==> config.mk <==
export PLATFORM = sky130hd
export DESIGN_NAME = ray_batch_sequencer_flat
export DESIGN_NICKNAME = d
export VERILOG_FILES = /design/src/rtl/ray_batch_sequencer_pkg.sv /design/src/rtl/ray_batch_sequencer_if.sv /design/src/rtl/ray_batch_sequencer_hit_accumulator.sv /design/src/rtl/ray_batch_sequencer.sv /design/src/flat_wrapper.sv
export SDC_FILE = /design/constraint.sdc
export NUM_CORES = 1
export LEC_CHECK = 0
export ABC_AREA = 0
export BUFFER_PORTS_ARGS = -buffer_cell sky130_fd_sc_hd__buf_2
export CAP_MARGIN = 15
export CELL_PAD_IN_SITES_DETAIL_PLACEMENT = 0
export CELL_PAD_IN_SITES_GLOBAL_PLACEMENT = 2
export CORE_UTILIZATION = 27
export CTS_BUF_LIST = sky130_fd_sc_hd__clkbuf_8 sky130_fd_sc_hd__clkbuf_16
export DETAILED_ROUTE_END_ITERATION = 12
export PLACE_DENSITY = 0.88
export REMOVE_ABC_BUFFERS = 1
export SETUP_SLACK_MARGIN = 0.05
export SLEW_MARGIN = 10
export SYNTH_ARGS = -nofsm -noshare
export SYNTH_HDL_FRONTEND = slang
export SYNTH_SLANG_ARGS = --single-unit
==> constraint.sdc <==
create_clock -name clk -period 11.6 [get_ports clk]
set_input_delay 3.48 -clock clk [delete_from_list [all_inputs] [get_ports clk]]
set_output_delay 3.48 -clock clk [all_outputs]
set_load 0.02 [all_outputs]
==> src/rtl/ray_batch_sequencer_pkg.sv <==
// Shared types for the primitive test stage: fixed-point scalar, Ray, HitData,
// the sequencer state encoding and the fixed-point helpers.
package ray_batch_sequencer_pkg;

    // Signed Q16.16 fixed point
    typedef logic signed [31:0] Fixed;

    typedef struct packed {
        Fixed ox;
        Fixed oy;
        Fixed oz;
        Fixed dx;
        Fixed dy;
        Fixed dz;
    } Ray;

    typedef struct packed {
        logic        bHit;
        Fixed        T;
        logic [23:0] color;
    } HitData;

    typedef enum logic [1:0] {
        SEQ_IDLE,
        SEQ_ISSUE,
        SEQ_DRAIN,
        SEQ_DONE
    } seq_state_e;

    localparam Fixed FIXED_INF = 32'sh7FFF_FFFF;

    function automatic Fixed FixedInf();
        return FIXED_INF;
    endfunction

    // Signed strict less-than on Fixed
    function automatic logic fixed_lt(input Fixed a, input Fixed b);
        return a < b;
    endfunction

    // Empty accumulator value: no hit, infinitely far
    function automatic HitData hit_none();
        HitData h;
        h.bHit  = 1'b0;
        h.T     = FixedInf();
        h.color = '0;
        return h;
    endfunction

endpackage

==> src/rtl/ray_batch_sequencer_if.sv <==
// Ray in / batch fetch / per-batch result / final result signals of the sequencer.
// master = sequencer side, slave = surrounding shader / memory / test units.
interface ray_batch_sequencer_if #(
    parameter int BATCH_W = 8
);
    import ray_batch_sequencer_pkg::*;

    logic               ray_in_valid;
    logic               ray_in_ready;
    Ray                 ray_in;
    logic               any_hit_mode;
    logic [BATCH_W-1:0] num_batches;

    logic               prim_rd_en;
    logic [BATCH_W-1:0] prim_addr;
    Ray                 ray_out;

    HitData             unit_hit;
    logic               unit_any_hit;

    logic               out_valid;
    logic               out_ready;
    HitData             out_hit;
    logic               out_any_hit;

    modport master (
        input  ray_in_valid, ray_in, any_hit_mode, num_batches,
        input  unit_hit, unit_any_hit, out_ready,
        output ray_in_ready, prim_rd_en, prim_addr, ray_out,
        output out_valid, out_hit, out_any_hit
    );

    modport slave (
        output ray_in_valid, ray_in, any_hit_mode, num_batches,
        output unit_hit, unit_any_hit, out_ready,
        input  ray_in_ready, prim_rd_en, prim_addr, ray_out,
        input  out_valid, out_hit, out_any_hit
    );

endinterface

==> src/rtl/ray_batch_sequencer_hit_accumulator.sv <==
// Reduces per-batch test results for one ray: strict signed minimum of T over
// hitting batches (earlier batch wins ties) in closest mode, OR in any-hit mode.
module hit_accumulator
    import ray_batch_sequencer_pkg::*;
(
    input  logic   clk,
    input  logic   reset,
    input  logic   clear,
    input  logic   retire,
    input  logic   any_mode,
    input  HitData hit_in,
    input  logic   any_in,
    output HitData acc_hit,
    output logic   acc_any
);

    // Accumulator update: clear on ray accept, fold in one batch per retire
    always_ff @(posedge clk or posedge reset) begin
        if (reset) begin
            acc_hit <= hit_none();
            acc_any <= 1'b0;
        end else if (clear) begin
            acc_hit <= hit_none();
            acc_any <= 1'b0;
        end else if (retire) begin
            if (any_mode) begin
                acc_any <= acc_any | any_in;
            end else if (hit_in.bHit && fixed_lt(hit_in.T, acc_hit.T)) begin
                acc_hit <= hit_in;
            end
        end
    end

endmodule

==> src/rtl/ray_batch_sequencer.sv <==
// Accepts one ray, issues one primitive batch fetch per cycle, tracks in-flight
// batches with a tag shift register and reduces their results into one final
// closest hit or any-hit flag, returned through a valid/ready handshake.
module ray_batch_sequencer
    import ray_batch_sequencer_pkg::*;
#(
    parameter int BATCH_W     = 8,
    parameter int MEM_LATENCY = 1,
    parameter int HIT_LATENCY = 1
) (
    input  logic                  clk,
    input  logic                  reset,
    ray_batch_sequencer_if.master bus
);

    localparam int TAG_D = MEM_LATENCY + HIT_LATENCY;
    // Every tag position except the output one; when these are empty the
    // last in-flight batch retires this cycle.
    localparam logic [TAG_D-1:0]   TAG_REST = {TAG_D{1'b1}} >> 1;
    localparam logic [BATCH_W-1:0] IDX_ONE  = BATCH_W'(1);

    seq_state_e         state, state_nxt;
    logic [BATCH_W-1:0] issue_idx;
    logic [BATCH_W-1:0] num_q;
    logic               any_q;
    Ray                 ray_q;
    logic [TAG_D-1:0]   tag;

    logic   accept, issuing, last_issue, retire, early_out, drained;
    HitData acc_hit;
    logic   acc_any;

    assign accept    = (state == SEQ_IDLE) && bus.ray_in_valid;
    assign issuing   = (state == SEQ_ISSUE);
    assign retire    = tag[TAG_D-1];
    assign early_out = any_q && retire && bus.unit_any_hit;
    assign drained   = (tag & TAG_REST) == '0;
    // One bit wider so a full 2^BATCH_W-1 batch count never wraps
    assign last_issue = ({1'b0, issue_idx} + {{BATCH_W{1'b0}}, 1'b1}) == {1'b0, num_q};

    // State register
    always_ff @(posedge clk or posedge reset) begin
        if (reset) state <= SEQ_IDLE;
        else       state <= state_nxt;
    end

    // Next-state logic
    always_comb begin
        state_nxt = state;
        case (state)
            SEQ_IDLE:  if (bus.ray_in_valid)
                           state_nxt = (bus.num_batches == '0) ? SEQ_DONE : SEQ_ISSUE;
            SEQ_ISSUE: if (early_out || last_issue) state_nxt = SEQ_DRAIN;
            SEQ_DRAIN: if (drained)                 state_nxt = SEQ_DONE;
            SEQ_DONE:  if (bus.out_ready)           state_nxt = SEQ_IDLE;
            default:   state_nxt = SEQ_IDLE;
        endcase
    end

    // State-decoded outputs
    always_comb begin
        bus.ray_in_ready = (state == SEQ_IDLE);
        bus.prim_rd_en   = issuing;
        bus.prim_addr    = issuing ? issue_idx : '0;
        bus.out_valid    = (state == SEQ_DONE);
    end

    // Ray latch, issue counter and in-flight tag shift register
    always_ff @(posedge clk or posedge reset) begin
        if (reset) begin
            ray_q     <= '0;
            any_q     <= 1'b0;
            num_q     <= '0;
            issue_idx <= '0;
            tag       <= '0;
        end else begin
            tag <= (tag << 1) | TAG_D'(issuing);
            if (accept) begin
                ray_q     <= bus.ray_in;
                any_q     <= bus.any_hit_mode;
                num_q     <= bus.num_batches;
                issue_idx <= '0;
            end else if (issuing) begin
                issue_idx <= issue_idx + IDX_ONE;
            end
        end
    end

    hit_accumulator u_acc (
        .clk      (clk),
        .reset    (reset),
        .clear    (accept),
        .retire   (retire),
        .any_mode (any_q),
        .hit_in   (bus.unit_hit),
        .any_in   (bus.unit_any_hit),
        .acc_hit  (acc_hit),
        .acc_any  (acc_any)
    );

    // Result and held ray; acc is frozen in DONE since nothing is in flight
    always_comb begin
        bus.ray_out     = ray_q;
        bus.out_hit     = acc_hit;
        bus.out_any_hit = any_q ? acc_any : acc_hit.bHit;
    end

endmodule

==> src/flat_wrapper.sv <==
// flat-port wrapper written by rule: the top's interface ports become plain ports
module ray_batch_sequencer_flat import ray_batch_sequencer_pkg::*;
#(
    parameter int BATCH_W     = 8,
    parameter int MEM_LATENCY = 1,
    parameter int HIT_LATENCY = 1
)
  (clk, reset, bus_ray_in_valid, bus_ray_in, bus_any_hit_mode, bus_num_batches, bus_unit_hit, bus_unit_any_hit, bus_out_ready, bus_ray_in_ready, bus_prim_rd_en, bus_prim_addr, bus_ray_out, bus_out_valid, bus_out_hit, bus_out_any_hit);
  ray_batch_sequencer_if #(.BATCH_W(BATCH_W)) bus_i ();
  input  logic clk;
  input  logic reset;
  input wire logic [$bits(bus_i.ray_in_valid)-1:0] bus_ray_in_valid;
  input wire logic [$bits(bus_i.ray_in)-1:0] bus_ray_in;
  input wire logic [$bits(bus_i.any_hit_mode)-1:0] bus_any_hit_mode;
  input wire logic [$bits(bus_i.num_batches)-1:0] bus_num_batches;
  input wire logic [$bits(bus_i.unit_hit)-1:0] bus_unit_hit;
  input wire logic [$bits(bus_i.unit_any_hit)-1:0] bus_unit_any_hit;
  input wire logic [$bits(bus_i.out_ready)-1:0] bus_out_ready;
  output wire logic [$bits(bus_i.ray_in_ready)-1:0] bus_ray_in_ready;
  output wire logic [$bits(bus_i.prim_rd_en)-1:0] bus_prim_rd_en;
  output wire logic [$bits(bus_i.prim_addr)-1:0] bus_prim_addr;
  output wire logic [$bits(bus_i.ray_out)-1:0] bus_ray_out;
  output wire logic [$bits(bus_i.out_valid)-1:0] bus_out_valid;
  output wire logic [$bits(bus_i.out_hit)-1:0] bus_out_hit;
  output wire logic [$bits(bus_i.out_any_hit)-1:0] bus_out_any_hit;
  assign bus_i.ray_in_valid = bus_ray_in_valid;
  assign bus_i.ray_in = bus_ray_in;
  assign bus_i.any_hit_mode = bus_any_hit_mode;
  assign bus_i.num_batches = bus_num_batches;
  assign bus_i.unit_hit = bus_unit_hit;
  assign bus_i.unit_any_hit = bus_unit_any_hit;
  assign bus_i.out_ready = bus_out_ready;
  assign bus_ray_in_ready = bus_i.ray_in_ready;
  assign bus_prim_rd_en = bus_i.prim_rd_en;
  assign bus_prim_addr = bus_i.prim_addr;
  assign bus_ray_out = bus_i.ray_out;
  assign bus_out_valid = bus_i.out_valid;
  assign bus_out_hit = bus_i.out_hit;
  assign bus_out_any_hit = bus_i.out_any_hit;
  ray_batch_sequencer #(.BATCH_W(BATCH_W), .MEM_LATENCY(MEM_LATENCY), .HIT_LATENCY(HIT_LATENCY)) u_core (.clk(clk), .reset(reset), .bus(bus_i));
endmodule
# Word-level counts from Yosys, hierarchy flattened
# Cells that the tools add are included.
# word_totals
in_bits,263
regBits,271
output_inout_bits,261
word_cells,61
# classes
mux,17
order_cmp,1
n_eq_ne,9
bitwise,2
add_sub_neg,2
reduce_logical,15
# ops
op,n
57-bit two-way mux,4
32-bit less-than comparator,1
8-bit two-way mux,3
2-bit two-way mux,5
8-bit by 1-bit adder with 9-bit output (second input constant),1
9-bit by 8-bit equality test with 1-bit output,1
8-bit by 1-bit adder with 8-bit output (second input constant),1
8-bit zero test,1
2-bit != test (second input constant),4
2-bit one-hot mux with 4 select lines,1
2-bit nonzero test,4
2-bit equality test (second input constant),2
1-bit logical AND,4
2-bit zero test,2
1-bit two-way mux,4
4-bit AND reduction,1
3-bit AND reduction,1
2-bit by 1-bit equality test with 1-bit output (second input constant),1
2-bit by 1-bit != test with 1-bit output (second input constant),1
2-bit by 1-bit bitwise OR with 2-bit output,1
2-bit AND reduction,1
1-bit logical OR,1
1-bit bitwise OR,1

# Logic depth before layout (Yosys ltp)
# depth
depth_word,6
ltp_mapped,9
ltp_nobuf,8

# Modules after synthesis
# From an unflattened synthesis, not the netlist that was laid out.
# unflattened
hier_cells,1317
area_unflattened_um2,11923.9
# by_module_without_submodules
mod,instances,cells_each,seq_area_each_um2,area_each_um2
ray_batch_sequencer,1,955,5330.1,8379.3
hit_accumulator,1,362,1490.2,3544.6

# Worst setup path after synthesis
# No wires, ideal clock.
# synth_path
path_type,in2reg
startpoint,in bus_unit_hit[39]
endpoint,reg u_core.u_acc.acc_hit[0] (netlist name)
slack_ns,6.223
arrival_time_ns,5.255
setup_ns,0.122
t_required_ns,11.478
stages,8
path_buffers,1
path_cell_list,ha_1 > nand4_1 > or3_1 > a2111oi_2 > o31a_2 > o21ai_2 > buf_4 > a32o_1
# synth_via
elab_chain_cells,4
# synth_rtl
element,line,text
start: declaration,flat_wrapper.sv:16,input wire logic [$bits(bus_i.unit_hit)-1:0] bus_unit_hit;
32-bit less-than comparator,ray_batch_sequencer_pkg.sv:38,return a < b;
1-bit logical AND,ray_batch_sequencer_hit_accumulator.sv:28,"end else if (hit_in.bHit && fixed_lt(hit_in.T, acc_hit.T)) begin"
2-bit nonzero test (no source line),n/a,
3-bit AND reduction (no source line),n/a,
# No other way between the ends.
# A chain may end at the register's enable or synchronous reset.

# Worst setup path in the final report
# layout_path
startpoint,in bus_unit_hit[55]
endpoint,reg u_core.u_acc.acc_hit[41] (netlist name)
# layout_via
elab_chain_cells,4
# layout_rtl
element,line
32-bit less-than comparator,ray_batch_sequencer_pkg.sv:38
1-bit logical AND,ray_batch_sequencer_hit_accumulator.sv:28
2-bit nonzero test (no source line),n/a
3-bit AND reduction (no source line),n/a
# No other way between the ends.

==> reports/metrics.yaml <==
status: "finished clean"
synth_top_area_share: 0.525
layout_min_cycle_time_ns: 5.73
synthArstFlopShare: 1.00
synth_edf_count: 0
cts.sinks: 271
ir_drop_mv: 0.138
fillers: 4311
grt_pass1_wl_um: 56700
die_x_um: 208
viasPerCell: 4.42
ys_seq_area_frac: 0.597
dpl.hpwl_um: 26000
diodes: 0
nets: 2009
first_global_vias: 10048
clk_pin_slew_ns: 0.06
layout-drive-gt1-share: 0.365
min_delay_path_depth: 0
synth_flop_cell: "dfrtp_1"
yosys_warnings: 0
grt_max_degree: 144
drv_slew: 0
criticalPathCategory: "input port to flip-flop"
worstReg2RegEnd: "u_core.u_acc.acc_hit[41]$_DFFE_PP1P_"
drt_iter0_markers: 538
ctsHoldBuffers: 0
p_switching_mw: 2.03
postRouteAntennaNets: 0
design.core.area_um2: 41900
io_buffers: 523
area_growth_syn_to_layout_pct: 37.5
clk_latency_ns: 0.53
yosys_register_bits: 271
hp-class: "flip-flop to flip-flop"
drc_errors: 0
die_area_um2: 43200
crit_family: "compound AO/OA/AOI/OAI gates"
reg2reg_depth: 8
place_congestion: 0.795
vias: 10052
power_leakage_nw: 8.94
timing.fmax_mhz: 175
cts_buffers: 35
cts_setup_buffers: 0
min_to: "u_core.tag[1]$_DFF_PP0_"
numPlacedInstances: 2211
fin_worst_skew_ns: 0.0192
start_util: 0.273
cts_htree_levels: 2
cp-start-kind: "input port"
endpoint_kind: "flip-flop"
globalRouteOverflowTotal: 0
netlist_top_cells_area: "dfrtp_1 53%, nand2_1 20%, dfstp_2 7.1%, ha_1 3.9%, o32a_1 2.7%"
power_frac_clock: 0.229
reg2reg_from: "u_core.u_acc.acc_hit[54]$_DFFE_PP1P_"
setup-violations-final: 0
post_layout_nonfiller_instances: 2275
drv_cap: 0
die_h_um: 208
rsz0062_at_grt: "false"
arrival_ns: 6.19
yosys-top-cells-count: "620 x nand2_1, 240 x dfrtp_1, 50 x clkbuf_1"
grt_usage: 0.166
setup-tns-final_ns: 0
worstMarginPinSlew_ns: 1.14
power.internal_mw: 2.77
cp_num_cells: 8
netlist_instances: 1205
final_cell_area_um2: 15700
pin_count: 524
path_buf_inv: 1
max_stage_delay_ns: 1.00
cp_slowest_cell: "a41o_1"
cp.required_ns: 12.07
r2r_setup_slack_ns: 8.36
synth_area_leader_cell: "dfrtp_1"
pwr-share-comb: 0.424
clockRootBuffer: "clkbuf_16"
critPathMaxFanout: 31
cts_tree: "built"
worstHoldStart: "u_core.tag[0]$_DFF_PP0_"
cts_resized: 0
power_density_nw_per_um2: 305
cp_cell_sequence: "buf_2 -> ha_1 -> nand4_1 -> nor3_1 -> a221o_1 -> o21ai_0 -> a41o_1 -> o32a_1"
p_seq_frac: 0.347
post-route-period-util: 0.494
swShare: 0.423
synth_cell_type_count: 48
wl_um: 36400
syn_area_um2: 11400
firstDrtPassIters: 4
slew_headroom: 0.240
antenna_found_initial: 7
wire_per_inst_um: 16.0
hold_violations: 0
avgSynthCellArea_um2: 9.49
yosysMostFrequentCell: "nand2_1"
cts_buffer_depth: 3
std_cell_rows: 75
dpl_cell_area_um2: 14500
-- state kept, by name (all words and copies together), names as in the netlist --
name	cells
u_core.bus.ray_out	192
u_core.u_acc.acc_hit	57
u_core.issue_idx	8
u_core.num_q	8
u_core.state	2
u_core.tag	2
u_core.any_q	1
u_core.u_acc.acc_any	1
-- worst register-to-register path, stage by stage, from the launching register on --
cell and delay (ns):
dfstp_2 0.55, inv_1 0.05, ha_1 0.33, a21oi_1 0.16, nand2_1 0.08, a221o_1 0.35, o21ai_0 0.32, a41o_1 1.00
o32a_1 0.34
-- per-layer routing --
layer  up-vias  track usage  part of all wire
li1       4900            -                 -
met2       352        0.284              0.49
met1      4720        0.197              0.41
met4        10       0.0554             0.023
met3        70       0.0523             0.076
met5         -            0            0.0019
-- cell families after synthesis --
family          after synthesis  share of synthesized area
mux                           5                    0.00460
flops                       271                      0.597
simple gates                672                      0.229
buf+inv                     102                     0.0378
compound gates               99                     0.0778
xor+xnor                     20                     0.0153
fa+ha+maj                    36                     0.0394
-- layout make-up --
type | instances | area (µm²) | area share
repair buffers | 531 | 2690 | 0.171
clock buffers | 46 | 1050 | 0.0668
well taps | 539 | 674 | 0.0429
multi-input cells | 832 | 4200 | 0.267
clock inverters | 17 | 134 | 0.00852
flip-flops and latches | 271 | 6820 | 0.434
inverters | 39 | 154 | 0.00979
-- power groups by stage --
| stage | registers, mW | logic (mW) | clock network, mW |
|---|---|---|---|
| 2_1_floorplan | 2.17 | 0.834 | 0 |
| 3_3_place_gp | 1.66 | 2.03 | 0 |
| 3_5_place_dp | 1.67 | 2.05 | 0 |
| 4_1_cts | 1.67 | 2.06 | 1.14 |
| 5_1_grt | 1.73 | 2.22 | 1.17 |
| 6_report | 1.67 | 2.03 | 1.10 |
-- cells in the final DEF (no fill, tap or decap), drive strengths merged, types with 2 or more instances in the layout --
master and count:
nand4 6, o32a 31, clkbuf 46, mux2 2, a32o 25, nor2 15, dfstp 31, a21oi 14
and3 3, dfrtp 240, nand2 620, mux2i 3, o21a 3, a221o 2, xnor2 10, bufinv 2
a2111oi 2, clkinv 11, nor3 2, nand3 9, ha 36, o21ai 8, buf 531, nor4 4
a31oi 2, and2 9, xor2 10, inv 43
-- worst max-delay path by stage --
stage | startpoint | end | slack (ns)
after floorplan | reset | u_core.any_q$_DFFE_PP0P_ | 0.70
after global placement | bus_unit_hit[55] | u_core.u_acc.acc_hit[12]$_DFFE_PP0P_ | 5.31
after detailed placement | bus_unit_hit[55] | u_core.u_acc.acc_hit[12]$_DFFE_PP0P_ | 5.29
after CTS | bus_unit_hit[55] | u_core.u_acc.acc_hit[18]$_DFFE_PP0P_ | 5.81
after global routing | bus_unit_hit[54] | u_core.u_acc.acc_hit[41]$_DFFE_PP1P_ | 5.72
final | bus_unit_hit[55] | u_core.u_acc.acc_hit[41]$_DFFE_PP1P_ | 5.87
-- through the flow --
step | setup WS [ns] | power, mW | hold WS, ns | util
finish | 5.87 | 4.80 | 0.385 | 0.376
global route | 5.72 | 5.12 | 0.412 | 0.376
CTS | 5.81 | 4.86 | 0.391 | 0.375
detailed placement | 5.29 | 3.73 | 0.376 | 0.347
global placement | 5.31 | 3.69 | 0.382 | 0.347
floorplan | 0.704 | 3.00 | 0.354 | -
(Power assumes the default switching activity.)
